## config.mk

```make
export PLATFORM = sky130hd
export DESIGN_NAME = hsiao_dec_pipe
export DESIGN_NICKNAME = d
export VERILOG_FILES = /design/src/rtl/hsiao_dec_pipe.sv
export SDC_FILE = /design/constraint.sdc
export NUM_CORES = 1
export LEC_CHECK = 0
export BUFFER_PORTS_ARGS = -buffer_cell sky130_fd_sc_hd__buf_2
export CORE_MARGIN = 2
export CORE_UTILIZATION = 45
export CTS_CLUSTER_SIZE = 14
export DETAILED_ROUTE_END_ITERATION = 8
export PLACE_DENSITY = 0.75
export SLEW_MARGIN = 20
export SYNTH_ARGS = -nofsm -noshare
export SYNTH_HDL_FRONTEND = slang
export SYNTH_SLANG_ARGS = --single-unit
export TNS_END_PERCENT = 1
```

## constraint.sdc

```tcl
create_clock -name clk -period 1.4 [get_ports clk]
set_clock_uncertainty 0.15 [all_clocks]
set_input_delay 0.28 -clock clk [delete_from_list [all_inputs] [get_ports clk]]
set_output_delay 0.28 -clock clk [all_outputs]
set_load 0.01 [all_outputs]
```

## src/rtl/hsiao_dec_pipe.sv

```systemverilog
// Two-stage pipelined Hsiao (13,8) SEC-DED decoder with valid/ready on both sides.
// Define HSIAO_ERR_CNT_EN to add saturating corrected/uncorrectable error counters.
module hsiao_dec_pipe #(
    parameter int CNT_W = 16
) (
    input  logic             clk,
    input  logic             rst_n,
    input  logic             in_valid,
    output logic             in_ready,
    input  logic [12:0]      in_code,
    output logic             out_valid,
    input  logic             out_ready,
    output logic [7:0]       out_data,
    output logic             out_sec,
    output logic             out_ded,
    output logic [4:0]       out_syn
`ifdef HSIAO_ERR_CNT_EN
    ,
    input  logic             cnt_clr,
    output logic [CNT_W-1:0] sec_cnt,
    output logic [CNT_W-1:0] ded_cnt
`endif
);

    if (CNT_W < 4 || CNT_W > 32) begin : g_bad_cnt_w
        $error("hsiao_dec_pipe: CNT_W must be within 4..32");
    end

    function automatic logic [4:0] syndrome(input logic [12:0] code);
        logic [7:0] d;
        logic [4:0] c;
        d = code[12:5];
        c = code[4:0];
        syndrome[4] = c[4] ^ d[7] ^ d[6] ^ d[5] ^ d[4];
        syndrome[3] = c[3] ^ d[7] ^ d[3] ^ d[2] ^ d[1];
        syndrome[2] = c[2] ^ d[6] ^ d[5] ^ d[2] ^ d[1] ^ d[0];
        syndrome[1] = c[1] ^ d[6] ^ d[4] ^ d[3] ^ d[1] ^ d[0];
        syndrome[0] = c[0] ^ d[7] ^ d[5] ^ d[4] ^ d[3] ^ d[2] ^ d[0];
    endfunction

    logic        v1_q, v1_d;
    logic        v2_q, v2_d;
    logic [12:0] code1_q;
    logic [4:0]  syn1_q;
    logic [7:0]  data2_q;
    logic        sec2_q, ded2_q;
    logic [4:0]  syn2_q;

    logic        load1, load2, out_hs;
    logic [7:0]  flip;
    logic        corr_sec, corr_ded;

    // in_ready is combinational from out_ready: a full pipe frees a slot in the same cycle it drains.
    assign in_ready = !v1_q || !v2_q || out_ready;
    assign load1    = in_valid && in_ready;
    assign load2    = v1_q && (!v2_q || out_ready);
    assign out_hs   = v2_q && out_ready;

    always_comb begin
        // NOTE: every always_comb output gets a default first so no path can infer a latch.
        flip     = 8'h00;
        corr_sec = 1'b0;
        corr_ded = 1'b0;
        unique case (syn1_q)
            5'b00000: ;
            5'b11001: begin flip = 8'h80; corr_sec = 1'b1; end
            5'b10110: begin flip = 8'h40; corr_sec = 1'b1; end
            5'b10101: begin flip = 8'h20; corr_sec = 1'b1; end
            5'b10011: begin flip = 8'h10; corr_sec = 1'b1; end
            5'b01011: begin flip = 8'h08; corr_sec = 1'b1; end
            5'b01101: begin flip = 8'h04; corr_sec = 1'b1; end
            5'b01110: begin flip = 8'h02; corr_sec = 1'b1; end
            5'b00111: begin flip = 8'h01; corr_sec = 1'b1; end
            5'b10000, 5'b01000, 5'b00100, 5'b00010, 5'b00001: corr_sec = 1'b1;
            default:  corr_ded = 1'b1;
        endcase
        v1_d = load1 ? 1'b1 : (load2 ? 1'b0 : v1_q);
        v2_d = load2 ? 1'b1 : (out_hs ? 1'b0 : v2_q);
    end

    always_ff @(posedge clk or negedge rst_n) begin
        // NOTE: sequential state uses non-blocking assignments so every register samples pre-edge values.
        if (!rst_n) begin
            v1_q <= 1'b0;
            v2_q <= 1'b0;
        end else begin
            v1_q <= v1_d;
            v2_q <= v2_d;
        end
    end

    // NOTE: stage-1 payload has no reset; it is never observed unless v1_q is set.
    always_ff @(posedge clk) begin
        if (load1) begin
            code1_q <= in_code;
            syn1_q  <= syndrome(in_code);
        end
    end

    always_ff @(posedge clk or negedge rst_n) begin
        if (!rst_n) begin
            data2_q <= 8'h00;
            sec2_q  <= 1'b0;
            ded2_q  <= 1'b0;
            syn2_q  <= 5'b00000;
        end else if (load2) begin
            data2_q <= corr_ded ? code1_q[12:5] : (code1_q[12:5] ^ flip);
            sec2_q  <= corr_sec;
            ded2_q  <= corr_ded;
            syn2_q  <= syn1_q;
        end
    end

    assign out_valid = v2_q;
    assign out_data  = data2_q;
    assign out_sec   = sec2_q;
    assign out_ded   = ded2_q;
    assign out_syn   = syn2_q;

`ifdef HSIAO_ERR_CNT_EN
    logic [CNT_W-1:0] sec_cnt_q, ded_cnt_q;

    // Counting on the handshake, not on v2_q, keeps a stalled word from being counted twice.
    always_ff @(posedge clk or negedge rst_n) begin
        if (!rst_n) begin
            sec_cnt_q <= '0;
            ded_cnt_q <= '0;
        end else if (cnt_clr) begin
            sec_cnt_q <= '0;
            ded_cnt_q <= '0;
        end else if (out_hs) begin
            if (sec2_q && sec_cnt_q != '1) sec_cnt_q <= sec_cnt_q + 1'b1;
            if (ded2_q && ded_cnt_q != '1) ded_cnt_q <= ded_cnt_q + 1'b1;
        end
    end

    assign sec_cnt = sec_cnt_q;
    assign ded_cnt = ded_cnt_q;
`endif

endmodule
```

==> results of run 1 <==
## per-layer routing
layer  global-route usage  part of all wire  up-vias  wire length, um
met5                    0                 0        -                0
met4               0.0815             0.022        0               70
met3               0.0722             0.059        9              190
met2                0.299              0.52       40             1690
met1                0.193              0.40      575             1300
li1                     -                 -      591                -
## layout make-up
cell class	instances	area, um^2	area share
Timing Repair Buffer	60	392	0.184
Tap cell	46	57.6	0.0271
Inverter	1	3.75	0.00177
Sequential cell	30	816	0.384
Multi-Input combinational cell	97	776	0.365
Clock buffer	8	78.8	0.0371
## where the power goes
part	total (W)	internal [W]	switching (W)
Clock	0.000628	0.000343	0.000286
Combinational	0.000944	0.000480	0.000464
Sequential	0.00118	0.00108	0.0000940
Total	0.00275	0.00191	0.000843
## critical path, stage by stage, from the launching register on
cell	delay, ns
sky130_fd_sc_hd__edfxtp_1	0.52
sky130_fd_sc_hd__buf_6	0.18
sky130_fd_sc_hd__nor4bb_2	0.29
sky130_fd_sc_hd__o21ai_1	0.10
sky130_fd_sc_hd__a32o_1	0.25
## cell families (layout without fill, tap and decap cells)
group	count (synthesis)	count (layout)	share of synthesized area
xor+xnor	33	33	0.180
buf+inv	10	69	0.0459
mux	4	4	0.0280
compound gates	21	21	0.0748
simple gates	38	38	0.157
fa+ha+maj	1	1	0.00623
flops	30	30	0.508
## through the flow
stage | cell area (um^2) | utilization | std cells
2_1_floorplan | 1620 | - | 137
5_1_grt | 2120 | 0.626 | 242
4_1_cts | 2090 | 0.617 | 242
3_3_place_gp | 1900 | 0.561 | 225
3_5_place_dp | 1900 | 0.561 | 225
6_report | 2120 | 0.626 | 242
## what timing repair did
action / in CTS / in global routing
hold buffers: 2 / 0
setup buffers: 7 / 0
setup endpoints to repair: 11 / 29
endpoints found under the hold margin: 18 / 0
pin swaps: 9 / 3
resized for setup: 9 / 7
## synth_stat cells (all sizes together) (2+ instances only)
| master | instances |
|---|---|
| nand3b | 3 |
| clkbuf | 2 |
| edfxtp | 13 |
| nor2 | 3 |
| xnor2 | 27 |
| nand2b | 4 |
| dfrtp | 17 |
| xor2 | 6 |
| nor3 | 5 |
| nor4b | 3 |
| o21ai | 11 |
| mux2 | 4 |
| nand2 | 14 |
| nor4bb | 2 |
| a21oi | 6 |
| buf | 7 |
## worst max path at each step
| stage | start | to | slack [ns] | depth (start not counted) |
|---|---|---|---|---|
| 6_report | syn1_q[1]$_DFFE_PP_ | out_ded$_DFFE_PN0P_ | -0.20 | 4 |
| 2_1_floorplan | syn1_q[4]$_DFFE_PP_ | out_ded$_DFFE_PN0P_ | -0.1 | 4 |
| 4_1_cts | syn1_q[4]$_DFFE_PP_ | out_data[3]$_DFFE_PN0P_ | -0.16 | 6 |
| 3_5_place_dp | syn1_q[4]$_DFFE_PP_ | out_sec$_DFFE_PN0P_ | -0.21 | 4 |
| 3_3_place_gp | syn1_q[4]$_DFFE_PP_ | out_sec$_DFFE_PN0P_ | -0.18 | 4 |
| 5_1_grt | syn1_q[1]$_DFFE_PP_ | out_sec$_DFFE_PN0P_ | -0.30 | 4 |
## sequential cells by signal, summed over array words and instances, names as in the netlist
name,flops
syn1_q,5
out_ded,1
out_sec,1
out_data,8
out_syn,5
code1_q,8
v1_q,1
out_valid,1
==> impl_table.tex, run 1 <==
\begin{tabular}{lr}
\hline
Metric & Value \\
\hline
\multicolumn{2}{l}{\textbf{Outcome}} \\
Outcome & complete, but fails checks \\
Failing checks & negative setup slack \\
\multicolumn{2}{l}{\textbf{STA}} \\
Max-slew headroom at the worst pin & 0.753 \\
Tcrit/Tclk final & 1.14 \\
Number of failing setup endpoints in the final timing report & 11 \\
Hold WS & around 0.024 ns \\
Number of hold-slack violations in the final timing report & 0 \\
Final number of max-transition violations & 0 \\
Unrepaired setup endpoints after global routing & true \\
Max Clk Rate & 626 MHz \\
Final setup slack of the worst path & -0.197 ns \\
Transition time at the pin with the least slew margin & 0.371 ns \\
Setup TNS & -1.24 ns \\
Final critical delay including setup and external delays & between 1.5 and 2 ns \\
\multicolumn{2}{l}{\textbf{Finish}} \\
Share of post-route cells with drive strength above 1 & 0.403 \\
Count of fill cells added during filler insertion & 270 \\
Inserted Diodes & 0 \\
Commonest non-fill, non-tap cell in the layout & sky130\_fd\_sc\_hd\_\_buf\_2 \\
Final layout net count & 212 \\
Synth-to-Final Area Change & 32.2\% \\
Commonest cells after routing, fill and taps aside & sky130\_fd\_sc\_hd\_\_buf\_2, sky130\_fd\_sc\_hd\_\_xnor2\_1, sky130\_fd\_sc\_hd\_\_buf\_4, sky130\_fd\_sc\_hd\_\_dfrtp\_1, sky130\_fd\_sc\_hd\_\_edfxtp\_1 \\
\multicolumn{2}{l}{\textbf{Power and ir drop}} \\
Static Leakage & 0.878 nW \\
Total design power & 0.00275 W \\
Power per unit of standard cell area & 1290 nW/um\^{}2 \\
Peak supply drop & $\sim$0.00052 V \\
\multicolumn{2}{l}{\textbf{Setup path}} \\
Worst Setup Start Kind & flip-flop \\
Depth of the worst register-to-register path & 4 \\
Reg2reg start & syn1\_q[1]\$\_DFFE\_PP\_ \\
Setup slack on the worst flop-to-flop path & -0.20 ns \\
Largest driver fanout on the critical path & 6 \\
Sort of element at the end of the critical path & flip-flop \\
Reg2reg end & out\_ded\$\_DFFE\_PN0P\_ \\
Required time of the critical path & 1.47 ns \\
Category of the most critical setup path & flip-flop to flip-flop \\
Data arrival time at the worst-slack endpoint & roughly 1.7 ns \\
\multicolumn{2}{l}{\textbf{Hold path}} \\
End of the worst hold path & code1\_q[9]\$\_DFFE\_PP\_ \\
Path category of the worst min-delay check & primary input to flip-flop \\
Worst Hold Launch & in\_code[9] \\
Number of stages on the worst hold path & 1 \\
\multicolumn{2}{l}{\textbf{Clock network}} \\
Clock sink total & 30 \\
Htree depth & 2 \\
Post-CTS clock slew at the launch and capture registers of the worst setup and hold paths & 0.09 ns \\
CTS tree & done \\
Clk Latency, worst-skew pair & about 0.33 ns \\
Maximum clock path buffer count & 2 \\
Root cell of the clock tree & sky130\_fd\_sc\_hd\_\_clkbuf\_4 \\
Clock buffers created by TritonCTS & 5 \\
\multicolumn{2}{l}{\textbf{Floorplanning}} \\
Top-Level Pins & 34 \\
Area of the die & 4060 um\^{}2 \\
Floorplan die height & 63.8 um \\
Starting Density & 0.474 \\
Horizontal die dimension & around 64 um \\
Num rows & 21 \\
Area of the core region & around 3400 um\^{}2 \\
\multicolumn{2}{l}{\textbf{Routing}} \\
Initial DRC Count & 56 \\
Via density per instance & 5.02 \\
Number of iterations in the first detailed-routing pass & 4 \\
Routed via count & 1215 \\
Antenna Nets Post-Route & 0 \\
Total length of routed wires & 3.24 mm \\
DRC violations left & 0 \\
Routed wire length per instance & about 13 um \\
\multicolumn{2}{l}{\textbf{GRT}} \\
Antenna violations before repair & 0 \\
GR Util All Layers & 0.177 \\
Largest net degree at the start of global routing & 19 \\
Wire length of the first global-routing pass & 5.39 mm \\
Remaining Overflow, GRT & 0 \\
Number of global-route vias before repair & about 1200 \\
\multicolumn{2}{l}{\textbf{Yosys}} \\
Number of enable-type register cells in the synthesized netlist & 13 \\
Fraction of the yosys area taken by sequential cells & 0.508 \\
Unique masters post-synth & 32 \\
Dominant register cell in the synthesized netlist & sky130\_fd\_sc\_hd\_\_dfrtp\_1 \\
Synthesized area & 1610 um\^{}2 \\
Synthesis-stage register bit count & 30 \\
Post-synth top area share & 0.265 \\
Post-synth ARST share & 0.567 \\
Top post-synthesis cells by area & sky130\_fd\_sc\_hd\_\_dfrtp\_1, sky130\_fd\_sc\_hd\_\_edfxtp\_1, sky130\_fd\_sc\_hd\_\_xnor2\_1 \\
Synth Area per Inst & between 10 and 15 um\^{}2 \\
Number of standard cells after synthesis & 137 \\
Number of warnings issued by yosys & 0 \\
Net count after synthesis & between 150 and 200 \\
Leading area contributor after synthesis & sky130\_fd\_sc\_hd\_\_dfrtp\_1 \\
\multicolumn{2}{l}{\textbf{Run}} \\
Number of max-cap violations & 0 \\
\multicolumn{2}{l}{\textbf{Place}} \\
GP Congestion & 0.787 \\
Half-perimeter wire length after detailed placement & 2.27 mm \\
Number of buffers inserted by port buffering & 33 \\
Worst Setup Slack post-DPL & -0.205 ns \\
\hline
\end{tabular}
No activity file was read; power rests on OpenSTA's default activity.
==> run 2, diff against run 1 <==
--- a/config.mk
+++ b/config.mk
@@ -10,7 +10,7 @@
 export CORE_UTILIZATION = 45
 export CTS_CLUSTER_SIZE = 14
 export DETAILED_ROUTE_END_ITERATION = 8
-export PLACE_DENSITY = 0.75
+export PLACE_DENSITY = 0.73
 export SLEW_MARGIN = 20
 export SYNTH_ARGS = -nofsm -noshare
 export SYNTH_HDL_FRONTEND = slang
==> constraint.sdc (replaced) <==
create_clock -name clk -period 1.7 [get_ports clk]
set_clock_uncertainty 0.15 [all_clocks]
set_input_delay 0.34 -clock clk [delete_from_list [all_inputs] [get_ports clk]]
set_output_delay 0.34 -clock clk [all_outputs]
set_load 0.01 [all_outputs]
==> run 2 against run 1 <==
Effect of this change:
- the run now ends clean
- maximum frequency is 2.0% lower
- die area is the same
- clock power is 39% lower
- critical path type unchanged
==> impl_table.tex, run 2 (synthesized netlist as in run 1, its figures left out) <==
\begin{tabular}{lr}
\hline
Metric & Value \\
\hline
\multicolumn{2}{l}{\textbf{Outcome}} \\
Outcome & completed \\
\multicolumn{2}{l}{\textbf{Place}} \\
Worst Setup Slack post-DPL & 0.0834 ns \\
Number of buffers inserted by port buffering & 33 \\
GP Congestion & between 0.7 and 0.8 \\
Half-perimeter wire length after detailed placement & 2.22 mm \\
Area after detailed placement & 1830 um\^{}2 \\
\multicolumn{2}{l}{\textbf{Finish}} \\
Final standard cell area without fillers & 1900 um\^{}2 \\
Final layout net count & 194 \\
Commonest non-fill, non-tap cell in the layout & sky130\_fd\_sc\_hd\_\_buf\_2 \\
Synth-to-Final Area Change & 18.1\% \\
Count of fill cells added during filler insertion & 311 \\
Share of post-route cells with drive strength above 1 & 0.292 \\
Commonest cells after routing, fill and taps aside & sky130\_fd\_sc\_hd\_\_buf\_2, sky130\_fd\_sc\_hd\_\_xnor2\_1, sky130\_fd\_sc\_hd\_\_dfrtp\_1, sky130\_fd\_sc\_hd\_\_edfxtp\_1, sky130\_fd\_sc\_hd\_\_nand2\_1 \\
Inserted Diodes & 0 \\
\multicolumn{2}{l}{\textbf{STA}} \\
Max-slew headroom at the worst pin & 0.655 \\
Unrepaired setup endpoints after global routing & false \\
Setup TNS & 0 ns \\
Number of failing setup endpoints in the final timing report & 0 \\
Transition time at the pin with the least slew margin & 0.517 ns \\
Final setup slack of the worst path & 0.0697 ns \\
Final critical delay including setup and external delays & 1.63 ns \\
Number of hold-slack violations in the final timing report & 0 \\
Final number of max-transition violations & 0 \\
Hold WS & $\sim$0.07 ns \\
Max Clk Rate & 613 MHz \\
Tcrit/Tclk final & 0.959 \\
\multicolumn{2}{l}{\textbf{Clock network}} \\
CTS tree & done \\
Post-CTS Setup Inserts & 0 \\
Post-CTS clock slew at the launch and capture registers of the worst setup and hold paths & 0.08 ns \\
Maximum clock path buffer count & 2 \\
Htree depth & 2 \\
Clock buffers created by TritonCTS & 5 \\
Clock sink total & 30 \\
Clk Latency, worst-skew pair & 0.31 ns \\
Root cell of the clock tree & sky130\_fd\_sc\_hd\_\_clkbuf\_4 \\
\multicolumn{2}{l}{\textbf{Floorplanning}} \\
Top-Level Pins & 34 \\
Floorplan die height & 63.8 um \\
Area of the core region & approximately 3400 um\^{}2 \\
Horizontal die dimension & 63.8 um \\
Num rows & 21 \\
Area of the die & 4060 um\^{}2 \\
Starting Density & 0.474 \\
\multicolumn{2}{l}{\textbf{Routing}} \\
Met3 Wirelength & 125 um \\
Antenna Nets Post-Route & 0 \\
Wl on met1 & 1.27 mm \\
Routed wire length per instance & between 10 and 15 um \\
Number of iterations in the first detailed-routing pass & 4 \\
Total length of routed wires & 2.91 mm \\
WL met2 & about 1.5 mm \\
Highest metal layer used by the detailed router & met4 \\
DRC violations left & 0 \\
Routed via count & 1115 \\
Via density per instance & 4.98 \\
Initial DRC Count & 31 \\
\multicolumn{2}{l}{\textbf{GRT}} \\
Wire length of the first global-routing pass & a little under 5 mm \\
Number of global-route vias before repair & 1102 \\
GR Util All Layers & 0.159 \\
Antenna violations before repair & 0 \\
Remaining Overflow, GRT & 0 \\
Largest net degree at the start of global routing & 19 \\
\multicolumn{2}{l}{\textbf{Power and ir drop}} \\
Static Leakage & $\sim$0.75 nW \\
Peak supply drop & 0.000371 V \\
Power per unit of standard cell area & 1040 nW/um\^{}2 \\
\multicolumn{2}{l}{\textbf{Hold path}} \\
Path category of the worst min-delay check & primary input to flip-flop \\
\multicolumn{2}{l}{\textbf{Setup path}} \\
Data arrival time at the worst-slack endpoint & 1.69 ns \\
Required time of the critical path & 1.76 ns \\
Sort of element at the end of the critical path & flip-flop \\
Worst Setup Start Kind & flip-flop \\
Largest driver fanout on the critical path & 8 \\
Category of the most critical setup path & flip-flop to flip-flop \\
\multicolumn{2}{l}{\textbf{Run}} \\
Number of max-cap violations & 0 \\
\hline
\end{tabular}
-- run 2: timing repair --
action / CTS / global route
hold endpoints to repair: 17 / 0
resized for setup: 0 / 1
hold buffers: 1 / 0
endpoints found under the setup margin: 0 / 1
-- run 2: per-stage QoR --
step	std cells	util	total power (W)
2_1_floorplan	137	-	0.00140
3_3_place_gp	215	0.540	0.00158
3_5_place_dp	215	0.540	0.00161
4_1_cts	224	0.558	0.00200
5_1_grt	224	0.560	0.00211
6_report	224	0.560	0.00198
-- run 2: worst paths after layout --
kind	start	cells after the start	end	slack [ns]
min reg2reg	out_data[0]$_DFFE_PN0P_	2	out_data[0]$_DFFE_PN0P_	0.34
max	syn1_q[4]$_DFFE_PP_	5	out_data[2]$_DFFE_PN0P_	0.07
max in group asynchronous	rst_n	2	v1_q$_DFFE_PN0P_	0.81
max reg2reg	syn1_q[4]$_DFFE_PP_	5	out_data[2]$_DFFE_PN0P_	0.07
min	in_valid	2	v1_q$_DFFE_PN0P_	0.07
min in group asynchronous	rst_n	2	out_data[5]$_DFFE_PN0P_	0.31
-- run 2: critical path, cell delays in order (launching register included) --
cell and delay (ns):
sky130_fd_sc_hd__edfxtp_1 0.46, sky130_fd_sc_hd__buf_4 0.20, sky130_fd_sc_hd__nand2b_1 0.20, sky130_fd_sc_hd__nor3_1 0.28
sky130_fd_sc_hd__xnor2_1 0.16, sky130_fd_sc_hd__o21ai_1 0.07
-- run 2: layer usage --
layer,GRT usage,up-vias
li1,-,554
met1,0.169,522
met2,0.274,34
met3,0.0511,5
met4,0.0951,0
met5,0,-
-- run 2: layout make-up --
type / count / area, um^2 / area share
clock buffer: 8 / 48.8 / 0.0257
inverter: 1 / 3.75 / 0.00198
multi-input combinational: 97 / 723 / 0.381
sequential: 30 / 816 / 0.430
tap: 46 / 57.6 / 0.0303
timing repair buffer: 42 / 248 / 0.131
-- run 2: where the power goes --
part	total [W]	leakage, nW	switching (W)	internal, W
registers	0.000967	0.327	0.0000753	0.000892
clock network	0.000381	0.0265	0.000216	0.000165
logic	0.000634	0.400	0.000335	0.000299
total	0.00198	0.754	0.000626	0.00136
